## config.mk

```make
export PLATFORM = sky130hd
export DESIGN_NAME = module_bin_to_bcd_seq
export DESIGN_NICKNAME = d
export VERILOG_FILES = /design/src/rtl/bin_to_bcd_pkg.sv /design/src/rtl/bcd_digit_adj.sv /design/src/rtl/module_bin_to_bcd_seq.sv
export SDC_FILE = /design/constraint.sdc
export NUM_CORES = 1
export LEC_CHECK = 0
export CORE_MARGIN = 2
export CORE_UTILIZATION = 49
export CTS_CLUSTER_SIZE = 12
export DETAILED_ROUTE_END_ITERATION = 8
export HOLD_SLACK_MARGIN = 0.03
export PLACE_DENSITY = 0.76
export SLEW_MARGIN = 20
export SYNTH_ARGS = -nofsm -noshare
export SYNTH_HDL_FRONTEND = slang
export SYNTH_SLANG_ARGS = --single-unit
```

## constraint.sdc

```tcl
create_clock -name clk_i -period 1.5 [get_ports clk_i]
set_input_delay 0.225 -clock clk_i [delete_from_list [all_inputs] [get_ports clk_i]]
set_output_delay 0.225 -clock clk_i [all_outputs]
set_load 0.02 [all_outputs]
```

## src/rtl/bin_to_bcd_pkg.sv

```systemverilog
// Shared types and constants for the sequential binary-to-BCD converter.
package bin_to_bcd_pkg;

    typedef enum logic [1:0] {
        IDLE,
        SHIFT,
        DONE
    } state_t;

    localparam logic [3:0] BCD_ADJ = 4'd3;

    // Decimal digits needed to show every value of a w-bit unsigned operand.
    function automatic int unsigned digits_for_width(input int unsigned w);
        return (w * 301) / 1000 + 1;
    endfunction

endpackage

```

## src/rtl/bcd_digit_adj.sv

```systemverilog
// Double-dabble add-3 correction for one BCD digit; no carry leaves the digit.
module bcd_digit_adj
    import bin_to_bcd_pkg::*;
(
    input  logic [3:0] digit,
    output logic [3:0] adjusted
);

    always_comb begin
        adjusted = (digit >= 4'd5) ? digit + BCD_ADJ : digit;
    end

endmodule

```

## src/rtl/module_bin_to_bcd_seq.sv

```systemverilog
// Sequential binary-to-BCD converter, one operand bit per cycle (double dabble),
// with valid/ready handshakes on the request and result sides.
module module_bin_to_bcd_seq
    import bin_to_bcd_pkg::*;
#(
    parameter int unsigned WIDTH  = 8,
    parameter int unsigned DIGITS = 3
) (
    input  logic                  clk_i,
    input  logic                  rst_i,
    input  logic                  valid_i,
    input  logic [WIDTH-1:0]      bin_i,
    output logic                  ready_o,
    output logic                  valid_o,
    input  logic                  ready_i,
    output logic [4*DIGITS-1:0]   bcd_o,
    output logic                  overflow_o
);

    localparam int unsigned CNT_W  = $clog2(WIDTH + 1);
    localparam int unsigned WORK_W = 4 * DIGITS + WIDTH;

    generate
        if (WIDTH == 0 || DIGITS == 0) begin : g_bad_params
            $error("module_bin_to_bcd_seq: WIDTH and DIGITS must both be >= 1");
        end
    endgenerate

    state_t               state;
    state_t               state_next;
    logic [WIDTH-1:0]     bin_sh;
    logic [4*DIGITS-1:0]  digits;
    logic [4*DIGITS-1:0]  adjusted;
    logic [WORK_W-1:0]    work;
    logic [CNT_W-1:0]     cnt;
    logic                 ovf;
    logic                 carry;
    logic                 last;

    generate
        for (genvar k = 0; k < int'(DIGITS); k++) begin : g_adj
            bcd_digit_adj u_adj (
                .digit    (digits[4*k +: 4]),
                .adjusted (adjusted[4*k +: 4])
            );
        end
    endgenerate

    // The bit leaving the top digit is dropped, which keeps the digits exact mod 10^DIGITS.
    always_comb begin
        carry = adjusted[4*DIGITS-1];
        work  = {adjusted[4*DIGITS-2:0], bin_sh, 1'b0};
        last  = (cnt == '0);
    end

    always_ff @(posedge clk_i or posedge rst_i) begin
        if (rst_i) begin
            state <= IDLE;
        end else begin
            state <= state_next;
        end
    end

    always_comb begin
        state_next = state;
        case (state)
            IDLE:    if (valid_i) state_next = SHIFT;
            SHIFT:   if (last)    state_next = DONE;
            DONE:    if (ready_i) state_next = IDLE;
            default:              state_next = IDLE;
        endcase
    end

    always_comb begin
        ready_o = (state == IDLE);
        valid_o = (state == DONE);
    end

    always_ff @(posedge clk_i or posedge rst_i) begin
        if (rst_i) begin
            bin_sh     <= '0;
            digits     <= '0;
            cnt        <= '0;
            ovf        <= 1'b0;
            bcd_o      <= '0;
            overflow_o <= 1'b0;
        end else begin
            case (state)
                IDLE: begin
                    if (valid_i) begin
                        bin_sh <= bin_i;
                        digits <= '0;
                        ovf    <= 1'b0;
                        cnt    <= CNT_W'(WIDTH - 1);
                    end
                end
                SHIFT: begin
                    digits <= work[WORK_W-1:WIDTH];
                    bin_sh <= work[WIDTH-1:0];
                    ovf    <= ovf | carry;
                    if (last) begin
                        bcd_o      <= work[WORK_W-1:WIDTH];
                        overflow_o <= ovf | carry;
                    end else begin
                        cnt <= cnt - CNT_W'(1);
                    end
                end
                default: ;
            endcase
        end
    end

endmodule
```

==> run metrics, run 1 <==
status finished, violations left; failing checks setup timing; DRC violations left 0; Yosys Warn Count 0; worst-margin pin slew 0.277 ns; Post-synth top cells 40 x dfrtp_1, 32 x o21ai_0, 24 x nand2_1; pins over their slew limit 0; Yosys reg bits 40; total area of sequential cells 0.00100 sq mm; Multi-input gate area 996 sq um; initial antenna violation count 0; Async S/R FF share, synth 100%; NumNets Final 269; vias per cell 5.52; CTS buffer count 5; maximum VDD drop 1.02 mV; pin count of the biggest net entering global routing 41; routed vias 1649; final hold violation count 0; Die Span X 67.0 microns; Final ANT Viol Nets 0; CTS tree yes; vias in the first global route 1587; ANT cells 0; Hold Path Class input pin to asynchronous set/reset pin; GRT Resource Usage Total 21.6%; Final TNS setup -0.00945 ns; clock slew at reported path FFs 0.07 ns; Hold-fix buffers, CTS 0; critical path class flop to flop; PD cells 2250 mW/mm^2; Crit path max-delay family flip-flops; layout cell share with drive strength beyond 1 28.7%; CTS H-tree depth 2; crit start category flop; crit path DAT 1.72 ns; Distinct cells, synth 33; hpwl dp 2820 microns; first-pass detailed-route iteration total 4; WP data required 1.72 ns; Post-synth top flop dfrtp_1; Rel. slew slack 81.4%; worst clock skew 0.00338 ns; worst reg-to-reg setup slack -0.006 ns; synthesis-to-layout area growth 40.7%; leak pwr 1.29 nW; critical path's slowest cell dfrtp_1; Finish-stage setup viols 2; syn nets 215; Routed WL 4460 microns; initial core utilization 52.0%; global-route wire length before repair 7230 microns; Avg Cell Area, Syn 9.93 sq um; Die Ht 67.0 microns; I/O Pins 27; Post-synth EDFFs 0; Worst Path Max Fanout 3; Worst setup EP type flop; final cycle utilization of the critical path 100%; time the worst path needs with I/O delays and setup 1.51 ns; Area contributors post-synth dfrtp_1 51%, o21ai_0 8.2%, nand2_1 4.6%, ha_1 4.5%, mux2_2 3.5%; row count 22; die area 0.00449 sq mm; Core ar. 0.00374 sq mm; Clock Path Buffers 2; Port Buf Inserts 26; Mapped Cells 196; Cell Chain, Critical Path inv_2, ha_2, nand2b_4, a21oi_4, mux2_4, o21ai_2; final worst slack -0.00641 ns; total clock sinks 40; DRT met1 WL 1870 microns; GPL Wtd Cong 0.789; worst-skew pair later-pin latency 0.29 ns; met3 wire len 155 microns; largest area contributor in the netlist dfrtp_1; total congestion overflow 0; WP buf/inv 1; clk root buf clkbuf_8; FMAX 664 MHz; starting DRC count in detailed routing 117; Post-Syn Area 0.00195 sq mm; Max Used Layer met4; top-area cell type share of the netlist area 51.4%; CP max stage delay 0.39 ns; Overall Power 6.15 mW; fillcell total 280; max_cap viols 0; WL/cell 14.9 microns; most common cell in the synthesized netlist dfrtp_1; WL met2 2380 microns; sequential share of the synthesized area 51.4%
cells in the final DEF, fill, tap and decap left out, types with 5 or more instances in the layout:
cell type | netlist | layout
inv_1 | 12 | 7
buf_4 | 1 | 29
a21oi_1 | 13 | 10
dlymetal6s2s_1 | 0 | 7
nand2_1 | 24 | 24
nor3b_1 | 8 | 7
o21ai_0 | 32 | 25
nor2_1 | 8 | 8
clkdlybuf4s50_1 | 0 | 17
inv_2 | 0 | 5
a22oi_1 | 5 | 5
dfrtp_1 | 40 | 40
clkbuf_8 | 0 | 7
power by group:
| part | switching (mW) | internal, mW | total, mW |
|---|---|---|---|
| clock | 0.369 | 0.587 | 0.956 |
| sequential | 0.390 | 1.54 | 1.93 |
| combinational | 1.61 | 1.66 | 3.27 |
| total | 2.37 | 3.79 | 6.15 |
metrics by stage:
stage | hold WS, ns | utilization (%) | instance area (sq um) | setup slack (ns) | instances
after floorplan | 0.333 | - | 1950 | 0.00336 | 196
after global placement | 0.459 | 65.0 | 2430 | -0.0708 | 287
after detailed placement | 0.467 | 65.0 | 2430 | -0.116 | 287
after CTS | 0.286 | 69.4 | 2600 | 0.00524 | 298
after global routing | 0.318 | 73.2 | 2740 | -0.0257 | 299
final | 0.275 | 73.2 | 2740 | -0.00641 | 299
per-layer routing:
metal | vias to the layer above | track usage (%)
met1 | 800 | 26.5
met4 | 0 | 7.91
met3 | 7 | 3.38
met5 | - | 0
met2 | 44 | 38.1
li1 | 798 | -
logic make-up (layout without fill, tap and decap cells):
family | count (synthesis) | count (layout) | share of synthesized area, %
xor+xnor | 3 | 3 | 1.35
simple gates | 54 | 54 | 14.5
fa+ha+maj | 7 | 7 | 4.50
compound gates | 64 | 64 | 19.2
buf+inv | 21 | 76 | 4.82
flops | 40 | 40 | 51.4
mux | 7 | 7 | 4.24
cell type report:
| type | count | area share (%) |
|---|---|---|
| flip-flops and latches | 40 | 36.5 |
| multi-input cells | 135 | 36.4 |
| repair buffers | 56 | 18.6 |
| clock buffers | 7 | 3.52 |
| well taps | 48 | 2.19 |
| inverters | 12 | 1.64 |
| clock inverters | 1 | 1.10 |
sequential cells by signal, summed over array words and instances (netlist names):
name / count
state: 2
bin_sh: 8
cnt: 4
overflow_o: 1
ovf: 1
bcd_o: 12
digits: 12
worst reg2reg max path, cell delays in order, from the launching register on:
cell and delay [ns]:
dfrtp_1 0.39, inv_2 0.08, ha_2 0.17, nand2b_4 0.15
a21oi_4 0.20, mux2_4 0.34, o21ai_2 0.11
path summary, 6_finish.rpt:
| check | from | to | cells after the start |
|---|---|---|---|
| min in group clk_i | bcd_o[2]$_DFFE_PP0P_ | bcd_o[2]$_DFFE_PP0P_ | 2 |
| worst max-delay path | digits[1]$_DFFE_PP0P_ | digits[2]$_DFFE_PP0P_ | 6 |
| worst max register to register | digits[1]$_DFFE_PP0P_ | digits[2]$_DFFE_PP0P_ | 6 |
| worst min register to register | bcd_o[2]$_DFFE_PP0P_ | bcd_o[2]$_DFFE_PP0P_ | 2 |
| worst min-delay path | rst_i | bin_sh[4]$_DFFE_PP0P_ | 3 |
| max in group asynchronous | rst_i | digits[3]$_DFFE_PP0P_ | 3 |
repair_timing:
action,CTS,global route
setup endpoints to repair,16,29
pin swaps,4,3
buffers inserted,3,1
resized for setup,10,41
Power figures use the tool's default switching activity.
==> inputs of run 2 (changes only) <==
CORE_UTILIZATION = 54   (was 49)
PLACE_DENSITY = 0.79   (was 0.76)
SLEW_MARGIN = 10   (was 20)
clock period = 1.4 ns   (was 1.5 ns; I/O delays follow)
==> run 2 against run 1 <==
The run still ends with setup timing left. Flip-flop and latch count stayed put. Die area is 8.7% lower. Sequential power is 15% higher. Cell count is 5.7% higher. Critical path depth stayed put. Utilization is 15 points higher. Wire length is 39% higher. Global-route usage is 5.9 points higher. Setup slack worse by 0.16 ns. Sequential share of layout area is 3.0 points lower. Clock skew is 0.0059 ns higher. Non-clock buffer count is 18 higher. Critical path type unchanged.
==> run metrics, run 2 (synthesized netlist as in run 1, its figures left out) <==
status finished, violations left; failing checks setup timing; worst-skew pair later-pin latency 0.37 ns; Final ANT Viol Nets 0; Worst Path Max Fanout 4; Hold-fix buffers, CTS 0; Clock Power Share 8.8%; ANT cells 0; RSZ-0062 raised after global routing yes; maximum VDD drop 1.41 mV; Port Buf Inserts 26; CTS H-tree depth 2; GRT Resource Usage Total 27.5%; critical path class flop to flop; Hold Path Class input pin to asynchronous set/reset pin; synthesis-to-layout area growth 54.2%; Die Span X 64.0 microns; Switching Share 43.6%; I/O Pins 27; CTS buffer count 5; first-pass detailed-route iteration total 4; Worst setup EP type flop; DRC violations left 0; initial antenna violation count 0; Worst setup startpoint digits[0]$_DFFE_PP0P_; routed vias 1896; global-route wire length before repair 8500 microns; Rel. slew slack 67.0%; time the worst path needs with I/O delays and setup 1.56 ns; Clock Path Buffers 2; vias in the first global route 1778; row count 21; WP data required 1.70 ns; most frequent cells in the layout 44 x buf_4, 36 x dfrtp_1, 24 x nand2_1; Post-Place Cells 286; leak pwr 1.36 nW; commonest non-fill, non-tap cell in the layout buf_4; hpwl dp 3070 microns; final hold violation count 0; final cycle utilization of the critical path 112%; Routed WL 6210 microns; pin count of the biggest net entering global routing 41; Core ar. 0.00339 sq mm; worst-margin pin slew 0.494 ns; GPL Wtd Cong 0.797; Top Registers bcd_o x12, digits x12, bin_sh x8; NumNets Final 288; WL/cell 19.7 microns; Final Non-Filler Cells 316; max_cap viols 0; clk root buf clkbuf_4; CTS tree yes; layout cell share with drive strength beyond 1 45.6%; pins over their slew limit 0; Die Ht 64.0 microns; total congestion overflow 0; Int Power 4.14 mW; vias per cell 6.00; RR Startpoint digits[0]$_DFFE_PP0P_; die area 0.00410 sq mm; worst clock skew 0.00925 ns; crit start category flop; crit path DAT 1.86 ns; total clock sinks 40; Logic pwr share 61.1%; FMAX 640 MHz; PD cells 2450 mW/mm^2; Finish-stage setup viols 18; Overall Power 7.34 mW; clock slew at reported path FFs 0.12 ns; total net switching power 3.21 mW; starting DRC count in detailed routing 137; initial core utilization 57.4%; sequential power share 30.0%; final worst slack -0.164 ns
[run 2: path summary, 6_finish.rpt]
kind / to / slack [ns] / cells past startpoint
min: bin_sh[4]$_DFFE_PP0P_ / 0.18 / 3
max in group asynchronous: state[0]$_DFFE_PP0P_ / 1.00 / 3
max reg2reg: bcd_o[2]$_DFFE_PP0P_ / -0.16 / 6
max: bcd_o[2]$_DFFE_PP0P_ / -0.16 / 6
min in group clk_i: state[1]$_DFFE_PP0P_ / 0.43 / 2
min reg2reg: bcd_o[6]$_DFFE_PP0P_ / 0.49 / 2
[run 2: metrics by stage]
step / setup TNS (ns) / worst slack [ns] / area (sq um) / util [%] / hold slack [ns]
3_3_place_gp: -2.90 / -0.184 / 2480 / 73.1 / 0.459
4_1_cts: -0.567 / -0.0801 / 2730 / 80.5 / 0.198
6_report: -1.23 / -0.164 / 3000 / 88.6 / 0.181
5_1_grt: -2.20 / -0.198 / 3000 / 88.6 / 0.194
2_1_floorplan: -0.0520 / -0.0116 / 1990 / - / 0.318
3_5_place_dp: -4.64 / -0.263 / 2480 / 73.1 / 0.470
[run 2: cell type report]
type	instances	area, sq um
multi-input combinational	136	1190
clock inverter	2	15.0
tap	46	57.6
inverter	12	45.0
timing repair buffer	74	639
clock buffer	6	51.3
fill	151	388
sequential	40	1010
[run 2: what timing repair did]
action	in CTS	in global routing
pin swaps	6	13
cloned	2	0
setup endpoints to repair	40	29
gates resized for setup	57	48
setup buffers	7	13
[run 2: power by group through the flow]
stage	clock network (mW)	registers [mW]	logic (mW)
6_report	0.647	2.21	4.49
5_1_grt	0.707	2.25	4.77
4_1_cts	0.647	2.07	3.61
3_5_place_dp	0	2.07	3.10
3_3_place_gp	0	2.03	2.96
2_1_floorplan	0	2.18	1.79
[run 2: layer usage]
layer | up-vias | routed length (microns) | share of wire, % | GRT usage, %
li1 | 838 | - | - | -
met1 | 948 | 2560 | 41 | 32.7
met5 | - | 0 | 0 | 0
met4 | 0 | 212 | 3.4 | 10.9
met2 | 87 | 3120 | 50 | 48.8
met3 | 23 | 323 | 5.2 | 5.11
[run 2: critical path, stage by stage, from the launching register on]
cell and delay, ns:
dfrtp_2 0.48, inv_2 0.10, ha_4 0.16, nand2b_4 0.07, a21oi_4 0.18, mux2_4 0.34
o21ai_2 0.15
